File: src/rtl/stat_pkg.sv
// Shared types and default sizes for the max/min/avg statistics front end.
package stat_pkg;

  typedef enum logic [1:0] {
    IDLE   = 2'd0,
    ACCUM  = 2'd1,
    DIVIDE = 2'd2,
    DONE   = 2'd3
  } stat_state_t;

  localparam int STAT_DATA_W    = 8;
  localparam int STAT_SUM_W     = 16;
  localparam int STAT_MAX_COUNT = 255;
  localparam int STAT_CNT_W     = $clog2(STAT_MAX_COUNT + 1);

endpackage

File: src/rtl/seq_divider.sv
// Restoring divider, one quotient bit per clock, fixed SUM_W-cycle latency.
module seq_divider
  import stat_pkg::*;
#(
  parameter int DATA_W = STAT_DATA_W,
  parameter int SUM_W  = STAT_SUM_W
) (
  input  logic              CLK,
  input  logic              RESET,
  input  logic              i_start,
  input  logic [SUM_W-1:0]  i_dividend,
  input  logic [DATA_W-1:0] i_divisor,
  output logic              o_done,
  output logic [DATA_W-1:0] o_quot
);

  localparam int STEP_W = $clog2(SUM_W + 1);

  logic              r_busy;
  logic [STEP_W-1:0] r_step;
  logic [SUM_W-1:0]  r_dvd;
  logic [DATA_W-1:0] r_rem;
  logic [DATA_W-1:0] r_dvs;

  logic [DATA_W:0]   w_sh;
  logic              w_ge;
  logic [DATA_W-1:0] w_rem_nxt;
  logic [SUM_W-1:0]  w_q_nxt;

  // Dividend register doubles as the quotient shift register.
  assign w_sh      = {r_rem, r_dvd[SUM_W-1]};
  assign w_ge      = (w_sh >= {1'b0, r_dvs});
  assign w_rem_nxt = w_ge ? DATA_W'(w_sh - {1'b0, r_dvs})
                          : w_sh[DATA_W-1:0];
  assign w_q_nxt   = {r_dvd[SUM_W-2:0], w_ge};

  // done and quotient are presented during the final step.
  assign o_done = r_busy && (r_step == STEP_W'(1));
  assign o_quot = (r_dvs == '0) ? '0 : w_q_nxt[DATA_W-1:0];

  always_ff @(posedge CLK) begin
    if (RESET) begin
      r_busy <= 1'b0;
      r_step <= '0;
      r_dvd  <= '0;
      r_rem  <= '0;
      r_dvs  <= '0;
    end else if (i_start) begin
      r_busy <= 1'b1;
      r_step <= STEP_W'(SUM_W);
      r_dvd  <= i_dividend;
      r_rem  <= '0;
      r_dvs  <= i_divisor;
    end else if (r_busy) begin
      r_dvd  <= w_q_nxt;
      r_rem  <= w_rem_nxt;
      r_step <= r_step - STEP_W'(1);
      if (r_step == STEP_W'(1))
        r_busy <= 1'b0;
    end
  end

endmodule

File: src/rtl/stat_update_ctrl.sv
// Sample-stream controller: running max/min, sum/count, and end-of-block average.
module stat_update_ctrl
  import stat_pkg::*;
#(
  parameter int DATA_W    = STAT_DATA_W,
  parameter int SUM_W     = STAT_SUM_W,
  parameter int MAX_COUNT = STAT_MAX_COUNT
) (
  input  logic              CLK,
  input  logic              RESET,
  input  logic              start,
  input  logic [DATA_W-1:0] sample_in,
  input  logic              sample_valid,
  input  logic              sample_last,
  output logic              sample_ready,
  output logic [DATA_W-1:0] max_val,
  output logic              max_load,
  output logic [DATA_W-1:0] min_val,
  output logic              min_load,
  output logic [DATA_W-1:0] avg_val,
  output logic              avg_load,
  output logic              busy,
  output logic              done
);

  localparam int CNT_W = $clog2(MAX_COUNT + 1);

  stat_state_t       r_state;
  logic [SUM_W-1:0]  r_sum;
  logic [CNT_W-1:0]  r_cnt;
  logic              r_first;

  logic              w_acc;
  logic              w_end;
  logic [SUM_W-1:0]  w_sum_nxt;
  logic [CNT_W-1:0]  w_cnt_nxt;
  logic              w_div_start;
  logic              w_div_done;
  logic [DATA_W-1:0] w_quot;

  assign sample_ready = (r_state == ACCUM);
  assign busy         = (r_state == ACCUM) || (r_state == DIVIDE);

  assign w_acc     = sample_valid && sample_ready;
  assign w_sum_nxt = r_sum + SUM_W'(sample_in);
  assign w_cnt_nxt = r_cnt + CNT_W'(1);
  assign w_end     = sample_last || (w_cnt_nxt == CNT_W'(MAX_COUNT));

  // Divider loads the post-update totals on the terminating accept.
  assign w_div_start = w_acc && w_end;

  seq_divider #(
    .DATA_W (DATA_W),
    .SUM_W  (SUM_W)
  ) u_div (
    .CLK        (CLK),
    .RESET      (RESET),
    .i_start    (w_div_start),
    .i_dividend (w_sum_nxt),
    .i_divisor  (DATA_W'(w_cnt_nxt)),
    .o_done     (w_div_done),
    .o_quot     (w_quot)
  );

  always_ff @(posedge CLK) begin
    if (RESET) begin
      r_state  <= IDLE;
      r_sum    <= '0;
      r_cnt    <= '0;
      r_first  <= 1'b0;
      max_val  <= '0;
      max_load <= 1'b0;
      min_val  <= '0;
      min_load <= 1'b0;
      avg_val  <= '0;
      avg_load <= 1'b0;
      done     <= 1'b0;
    end else begin
      max_load <= 1'b0;
      min_load <= 1'b0;
      avg_load <= 1'b0;
      done     <= 1'b0;
      unique case (r_state)
        IDLE: begin
          if (start) begin
            r_state <= ACCUM;
            r_sum   <= '0;
            r_cnt   <= '0;
            r_first <= 1'b1;
          end
        end
        ACCUM: begin
          if (w_acc) begin
            r_sum   <= w_sum_nxt;
            r_cnt   <= w_cnt_nxt;
            r_first <= 1'b0;
            // max_val/min_val are the running extremes.
            if (r_first || sample_in > max_val) begin
              max_val  <= sample_in;
              max_load <= 1'b1;
            end
            if (r_first || sample_in < min_val) begin
              min_val  <= sample_in;
              min_load <= 1'b1;
            end
            if (w_end)
              r_state <= DIVIDE;
          end
        end
        DIVIDE: begin
          if (w_div_done) begin
            r_state  <= DONE;
            avg_val  <= w_quot;
            avg_load <= 1'b1;
            done     <= 1'b1;
          end
        end
        DONE: r_state <= IDLE;
        default: r_state <= IDLE;
      endcase
    end
  end

endmodule

File: config.mk
export PLATFORM = sky130hd
export DESIGN_NAME = stat_update_ctrl
export DESIGN_NICKNAME = d
export VERILOG_FILES = /design/src/rtl/stat_pkg.sv /design/src/rtl/seq_divider.sv /design/src/rtl/stat_update_ctrl.sv
export SDC_FILE = /design/constraint.sdc
export NUM_CORES = 1
export LEC_CHECK = 0
export BUFFER_PORTS_ARGS = -buffer_cell sky130_fd_sc_hd__buf_2
export CAP_MARGIN = 20
export CORE_ASPECT_RATIO = 0.6
export CORE_UTILIZATION = 35
export CTS_CLUSTER_SIZE = 20
export DETAILED_ROUTE_END_ITERATION = 10
export SKIP_CTS_REPAIR_TIMING = 1
export SLEW_MARGIN = 20
export SYNTH_ARGS = -nofsm -noshare
export SYNTH_HDL_FRONTEND = slang
export SYNTH_SLANG_ARGS = --single-unit
File: constraint.sdc
create_clock -name CLK -period 5.27 [get_ports CLK]
set_input_delay 0 -clock CLK [delete_from_list [all_inputs] [get_ports CLK]]
set_output_delay 0 -clock CLK [all_outputs]
set_load 0.01 [all_outputs]
==> results of run 1 <==
## path summary, 6_finish.rpt
check                           slack [ps]                     from                      endpoint
worst min-delay path                    -9             sample_in[6]       max_val[6]$_SDFFE_PP0P_
worst max-delay path                  2590    r_cnt[0]$_SDFFE_PP0P_  u_div.r_step[1]$_SDFFE_PP0P_
worst min register to register         460  avg_val[0]$_SDFFE_PP0P_       avg_val[0]$_SDFFE_PP0P_
worst max register to register        2590    r_cnt[0]$_SDFFE_PP0P_  u_div.r_step[1]$_SDFFE_PP0P_
## tightest hold or removal path: stages
cell and delay, ps:
buf_2 140, mux2i_1 90, nor2_1 70
## report_power, final
group / total [W] / switching, W / internal, W
clock: 0.000640 / 0.000275 / 0.000365
combinational: 0.000561 / 0.000342 / 0.000219
sequential: 0.000784 / 0.0000416 / 0.000742
total: 0.00198 / 0.000659 / 0.00133
## state kept, by name (all words and copies together) (netlist names)
signal / flops
u_div.r_busy: 1
min_val: 8
min_load: 1
avg_val: 8
r_first: 1
r_state: 2
max_load: 1
u_div.r_dvs: 8
done: 1
u_div.r_dvd: 16
max_val: 8
r_sum: 16
u_div.r_rem: 8
u_div.r_step: 5
r_cnt: 8
## routing by layer
metal | global-route usage | routed length [um]
met3 | 0.03921 | 612
met4 | 0.04087 | 104
met2 | 0.2577 | 5012
met5 | 0 | 0
met1 | 0.2371 | 6322
## cells by family (layout without fill, tap and decap cells)
family	after synthesis	in the layout
AOI/OAI and AO/OA	150	150
adders and majority gates	41	41
muxes	36	36
DFF	92	92
and+or+nand+nor	184	184
buffers and inverters	64	94
xor gates and xnor gates	21	21
## cells in the final DEF (no fill, tap or decap), types with 5 or more instances in the layout
cell / count
nand3_1: 6
nor3_1: 5
a211oi_1: 25
o21ai_0: 15
a22oi_1: 16
xnor2_1: 11
nor2_1: 88
dfxtp_1: 91
ha_1: 39
clkbuf_16: 9
o211ai_1: 6
mux2i_1: 35
buf_2: 42
nand2b_1: 6
o21a_1: 8
a211oi_2: 8
nand2_1: 33
inv_1: 33
xor2_1: 10
or3_1: 6
a21oi_1: 33
nor2b_1: 15
## through the flow
stage / total power [W] / area, um^2
final: 0.001984 / 5814
after global routing: 0.002103 / 5814
after CTS: 0.001997 / 5798
after detailed placement: 0.001353 / 5507
after global placement: 0.001337 / 5507
after floorplan: 0.001207 / 5190
## cells in the mapped netlist (4+ instances only)
library cell   n
dfxtp_1       92
nor2_1        88
ha_1          39
mux2i_1       35
a21oi_1       33
inv_1         33
nand2_1       33
a211oi_1      26
a22oi_1       16
clkbuf_1      16
nor2b_1       15
o21ai_0       15
xnor2_1       11
xor2_1        10
o21a_1         8
a211oi_2       7
buf_2          7
nand2b_1       6
nand3_1        6
o211ai_1       6
or3_1          6
a31oi_1        5
nor3_1         5
a221oi_2       4
buf_4          4
buf_6          4
nand4_1        4
nor4_1         4
o31a_1         4
## final cells by class
| type | instances | area, um^2 |
|---|---|---|
| clock buffers | 9 | 225.2 |
| clock inverters | 6 | 66.31 |
| fillers | 1446 | 8650 |
| inverters | 33 | 123.9 |
| multi-input cells | 432 | 3065 |
| flip-flops and latches | 92 | 1843 |
| well taps | 198 | 247.7 |
| repair buffers | 46 | 242.7 |
==> flow_summary_export.csv, run 1 <==
group,metric,value,unit
run_status,status,"finished with violations",
run_status,violations,"hold timing",
clock_tree,ctsRootBufferMaster,"clkbuf_16",
worst_setup_path,crit_path_start_kind,"register",
floorplanning,core,0.01446,mm^2
clock_tree,clk_latency,340,ps
worst_setup_path,max_stage_delay,430,ps
power,ir_drop,0.0001488,V
timing,rsz0062_at_grt,"false",
timing,whs,-8.757,ps
worst_setup_path,path_depth,7,
placed_design,numPortBuffers,42,
floorplanning,die_h,96.33,um
yosys,synth_edf_count,0,
power,power.density,341.3,mW/mm^2
global_routing,overflow,0,
yosys,synthTopCellsByArea,"dfxtp_1 35%, ha_1 9.4%, mux2i_1 6.8%",
clock_tree,cts_buffers,9,
placed_design,place_congestion,0.9063,
yosys,synth-seq-area-share,0.3549,
yosys,ys_seq_elements,92,
timing,drv_slew,0,
yosys,synthAdderAreaFrac,0.1017,
placed_design,dpl_worst_slack,2622,ps
timing,min_period,2684,ps
worst_setup_path,r2r_cells,7,
cells_and_area,diodes,0,
global_routing,grt_use_total,0.1680,
global_routing,grt_pass1_vias,4044,
yosys,avgSynthCellArea,8.826,um^2
floorplanning,die_area,0.01534,mm^2
yosys,syn_nets,642,
worst_setup_path,worstPathMaxFanout,32,
timing,fmax,0.3725,GHz
route,via_per_inst,5.321,
worst_setup_path,cp.arrival,2930,ps
global_routing,grt_pass1_wl,20.47,mm
timing,relSlewSlack,0.2907,
yosys,muxShareOfSynthArea,0.06967,
route,routed_wl,12.05,mm
route,drc,0,
worst_setup_path,path_delay_family,"simple AND/OR/NAND/NOR gates",
clock_tree,cts_buffer_depth,2,
global_routing,antenna_found_initial,0,
timing,fin_tns_setup,0,ps
worst_setup_path,cp_cell_sequence,"ha_1, nand3_2, o21a_1, o211ai_2, nand2b_4, nand2b_1, a211oi_1",
yosys,ys_types,59,
placed_design,dp.cells,800,
floorplanning,start_util,0.3588,
timing,period_share,0.5093,
timing,tightest_slew,1062,ps
route,via_count,4342,
yosys,synth_top_area_frac,0.3549,
cells_and_area,final_nets,668,
clock_tree,h-tree-depth,3,
worst_hold_path,worstHoldPathCells,3,
clock_tree,clkTransAtPathRegs,70,ps
worst_setup_path,path_buf_inv,0,
yosys,synth_compound_area_frac,0.2138,
yosys,synth-simple-area-share,0.1678,
cells_and_area,fin_cells,816,
route,ant_nets,0,
route,first_pass_iters,5,
placed_design,dp_hpwl,8.773,mm
timing,setup_viol,0,
cells_and_area,final_util,0.4020,
flow_run,drv_cap,0,
worst_setup_path,crit_required,5520,ps
global_routing,grt_max_degree,81,
worst_setup_path,path_class,"register to register",
worst_setup_path,critPathCaptureType,"register",
timing,finalClockSkew,6.089,ps
clock_tree,clock-sinks,92,
floorplanning,ios,43,
power,leakagePower,2.133,nW
clock_tree,cts_tree,"built",
cells_and_area,layout-drive-gt1-share,0.1408,
worst_hold_path,min_path_type,"input port to register",
timing,worst_slack,2586,ps
yosys,synthArstFlopShare,0,
worst_setup_path,cpMaxStageDelayCell,"nand2b_1",
yosys,synth_top_family_by_area,"compound AO/OA/AOI/OAI gates",
timing,hold_violations,3,
yosys,synthXorXnorAreaFrac,0.03544,
floorplanning,die_w,159.2,um
yosys,synth_top_cell_by_area,"dfxtp_1",
yosys,synth.cell_area,0.005190,mm^2
yosys,synth_warnings,0,
floorplanning,core.rowCount,34,
yosys,netlist_instances,588,
yosys,synth-main-ff-cell,"dfxtp_1",
route,drt-wirelength-per-cell,14.77,um
cells_and_area,syn2layout_area_growth,12.03,%
route,drt_iter0_markers,310,
Power figures use the tool's default switching activity.
==> inputs of run 2 (changes only) <==
--- a/config.mk
+++ b/config.mk
@@ -5,6 +5,7 @@
 export SDC_FILE = /design/constraint.sdc
 export NUM_CORES = 1
 export LEC_CHECK = 0
+export ABC_AREA = 1
 export BUFFER_PORTS_ARGS = -buffer_cell sky130_fd_sc_hd__buf_2
 export CAP_MARGIN = 20
 export CORE_ASPECT_RATIO = 0.6
==> constraint.sdc (replaced) <==
create_clock -name CLK -period 2.5 [get_ports CLK]
set_input_delay 0 -clock CLK [delete_from_list [all_inputs] [get_ports CLK]]
set_output_delay 0 -clock CLK [all_outputs]
set_load 0.01 [all_outputs]
==> run 2 against run 1 <==
The flow now finishes without violations. Area after synthesis rose by 4.0%. Highest routed layer unchanged. Critical path type unchanged. Cell area grew 4.5%. Non-clock buffer count grew 5.
==> flow_summary_export.csv, run 2 <==
group,metric,value,unit
clock_tree,cts_tree,"built",
floorplanning,core,0.01476,mm^2
power,share_seq_of_total_power,0.378,
cells_and_area,layout-drive-gt1-share,0.1024,
placed_design,placed_area,0.005786,mm^2
yosys,synth-main-ff-cell,"dfxtp_1",
yosys,synth_warnings,0,
power,clkPwrFrac,0.296,
timing,hold_violations,0,
worst_setup_path,r2r_slack,240,ps
power,p_int,0.002764,W
yosys,synth-seq-area-share,0.3411,
placed_design,place_congestion,0.8551,
yosys,avgSynthCellArea,6.732,um^2
clock_tree,ctsRootBufferMaster,"clkbuf_16",
worst_hold_path,holdPathEnd,"max_val[4]$_SDFFE_PP0P_",
worst_setup_path,rr_endpoint,"u_div.r_step[1]$_SDFFE_PP0P_",
global_routing,grt_pass1_wl,23.19,mm
cells_and_area,syn2layout_area_growth,12.49,%
route,ant_nets,0,
clock_tree,cts_buffers,9,
placed_design,numPortBuffers,42,
power,p_sw,0.001682,W
yosys,synth_top_area_frac,0.3411,
cells_and_area,fin_area,0.006073,mm^2
flow_run,drv_cap,0,
timing,tightest_slew,869.1,ps
yosys,synth_edf_count,0,
cells_and_area,final_nets,889,
floorplanning,die_area,0.01594,mm^2
yosys,synth.cell_area,0.005399,mm^2
global_routing,grt_max_degree,69,
cells_and_area,fin_cells,1038,
timing,fmax,0.4428,GHz
yosys,synth_commonest_cells,"233 x nand2_1, 106 x inv_1, 95 x a21oi_1",
power,p_comb_frac,0.326,
worst_setup_path,worstPathMaxFanout,15,
clock_tree,h-tree-depth,3,
global_routing,overflow,0,
power,ir_drop,0.0002812,V
yosys,synthArstFlopShare,0,
worst_setup_path,path_class,"register to register",
cells_and_area,largestRegisters,"r_sum: 16 flops, u_div.r_dvd: 16 flops",
floorplanning,core.rowCount,34,
route,via_per_inst,4.828,
yosys,synthTopCellsByArea,"dfxtp_1 34%, nand2_1 16%, ha_1 9.0%",
cells_and_area,mostFrequentLayoutCell,"nand2_1",
global_routing,grt_use_total,0.1837,
worst_setup_path,crit_path_start_kind,"register",
clock_tree,cts_buffer_depth,2,
power,swShare,0.3783,
timing,drv_slew,0,
route,drc,0,
worst_setup_path,path_delay_family,"simple AND/OR/NAND/NOR gates",
timing,min_period,2258,ps
worst_hold_path,hold_start,"sample_in[4]",
placed_design,dpl_worst_slack,314.4,ps
power,leakagePower,2.768,nW
timing,period_share,0.9033,
cells_and_area,fill_cells,1576,
timing,rsz0062_at_grt,"false",
power,power.density,732.2,mW/mm^2
timing,setup_viol,0,
timing,worst_slack,241.8,ps
worst_hold_path,worstHoldPathCells,3,
floorplanning,ios,43,
worst_setup_path,cp.arrival,2470,ps
timing,fin_tns_setup,0,ps
global_routing,antenna_found_initial,0,
worst_setup_path,cp_cell_sequence,"ha_1, nand2_1, inv_1, nand3_1, nand2_1, nand2_1, nor2_2, nand2_2, nand2_4, nand2_4, nand2_1, a211oi_1",
clock_tree,clock-sinks,92,
route,drt-wirelength-per-cell,13.48,um
placed_design,dp.cells,1021,
yosys,synth.most_common_cell,"nand2_1",
yosys,ys_seq_elements,92,
route,first_pass_iters,6,
timing,relSlewSlack,0.4200,
clock_tree,clkTransAtPathRegs,70,ps
worst_setup_path,timing.rr.start,"r_cnt[0]$_SDFFE_PP0P_",
worst_setup_path,critPathCaptureType,"register",
worst_setup_path,path_buf_inv,1,
worst_setup_path,crit_required,2710,ps
clock_tree,clk_latency,350,ps
cells_and_area,diodes,0,
timing,finalClockSkew,5.947,ps
yosys,ys_types,37,
worst_setup_path,r2r_cells,12,
cells_and_area,mostFrequentLayoutCells,"233 x nand2_1, 106 x inv_1, 95 x a21oi_1",
placed_design,dp_hpwl,9.922,mm
floorplanning,die_h,98.21,um
worst_setup_path,crit_top_cell,"nand2_1",
run_status,status,"complete, no violations",
worst_setup_path,max_stage_delay,460,ps
yosys,syn_nets,856,
yosys,netlist_instances,802,
route,routed_wl,13.99,mm
route,via_count,5011,
floorplanning,die_w,162.3,um
floorplanning,start_util,0.3657,
worst_hold_path,min_path_type,"input port to register",
worst_setup_path,cpMaxStageDelayCell,"dfxtp_1",
route,drt_iter0_markers,514,
global_routing,grt_pass1_vias,4362,
yosys,synth_top_cell_by_area,"dfxtp_1",
## run 2: changes by cell type after synthesis, sizes merged, moves of 8 or more
cell and change:
nand2 +204, nand3 +73, buf -8, nor2 -42
a22oi -16, o21a -8, inv +76, a21oi +63
mux2i -35, nor2b -15, a211oi -28
## run 2: worst max path at each step
stage,start,endpoint,slack (ps),cells past startpoint
after floorplan,u_div.r_dvs[5]$_SDFFE_PP0N_,u_div.r_rem[5]$_SDFFE_PP0P_,660,10
after global placement,u_div.r_dvs[4]$_SDFFE_PP0N_,u_div.r_dvd[0]$_SDFFE_PP0P_,350,12
after detailed placement,r_cnt[0]$_SDFFE_PP0P_,u_div.r_step[1]$_SDFFE_PP0P_,310,12
after CTS,r_cnt[0]$_SDFFE_PP0P_,u_div.r_step[1]$_SDFFE_PP0P_,280,12
after global routing,u_div.r_dvs[4]$_SDFFE_PP0N_,u_div.r_rem[0]$_SDFFE_PP0P_,10,9
final,r_cnt[0]$_SDFFE_PP0P_,u_div.r_step[1]$_SDFFE_PP0P_,240,12
## run 2: cell type report
class	count	area, um^2	share of cell area
multi-input cells	571	3000	0.4940
flip-flops and latches	92	1842	0.3033
inverters	110	412.9	0.06799
repair buffers	51	292.8	0.04821
well taps	198	247.7	0.04079
clock buffers	10	229.0	0.03770
clock inverters	6	48.80	0.008035
## run 2: kinds of logic after synthesis
group                    count (synthesis)  share of synthesized area
adder cells (fa/ha/maj)                 41                    0.09780
buffers and inverters                  139                     0.1031
XOR/XNOR                                15                    0.02433
AND/OR/NAND/NOR                        384                     0.3020
AO/OA/AOI/OAI                          131                     0.1316
flip-flops                              92                     0.3411
## run 2: power by group through the flow
stage	clock network (W)	registers, W	logic (W)
2_1_floorplan	0	0.00170	0.00106
6_report	0.00132	0.00168	0.00145
4_1_cts	0.00135	0.00168	0.00144
3_3_place_gp	0	0.00171	0.00144
3_5_place_dp	0	0.00171	0.00143
5_1_grt	0.00141	0.00169	0.00165
## run 2: layer usage
layer  share of wire  global-route usage  up-vias
met5               0                   0        -
met4          0.0087             0.03919        0
met3           0.060             0.03568       16
met2            0.34              0.2222      116
met1            0.59              0.3116     2221
li1                -                   -     2658
## run 2: worst register-to-register path: stages (launching register included)
cell      delay [ps]
dfxtp_1          460
ha_1             260
nand2_1           90
inv_1            100
nand3_1           80
nand2_1           90
nand2_1           90
nor2_2           120
nand2_2           70
nand2_4          160
nand2_4           90
nand2_1          400
a211oi_1          90
## run 2: per-stage QoR
| stage | hold slack, ps | util | power, W |
|---|---|---|---|
| 6_report | 5.903 | 0.4114 | 0.004447 |
| 4_1_cts | -41.04 | 0.4107 | 0.004469 |
| 3_5_place_dp | 334.3 | 0.3919 | 0.003143 |
| 3_3_place_gp | 340.0 | 0.3919 | 0.003153 |
| 5_1_grt | 6.958 | 0.4114 | 0.004747 |
| 2_1_floorplan | 167.6 | - | 0.002759 |
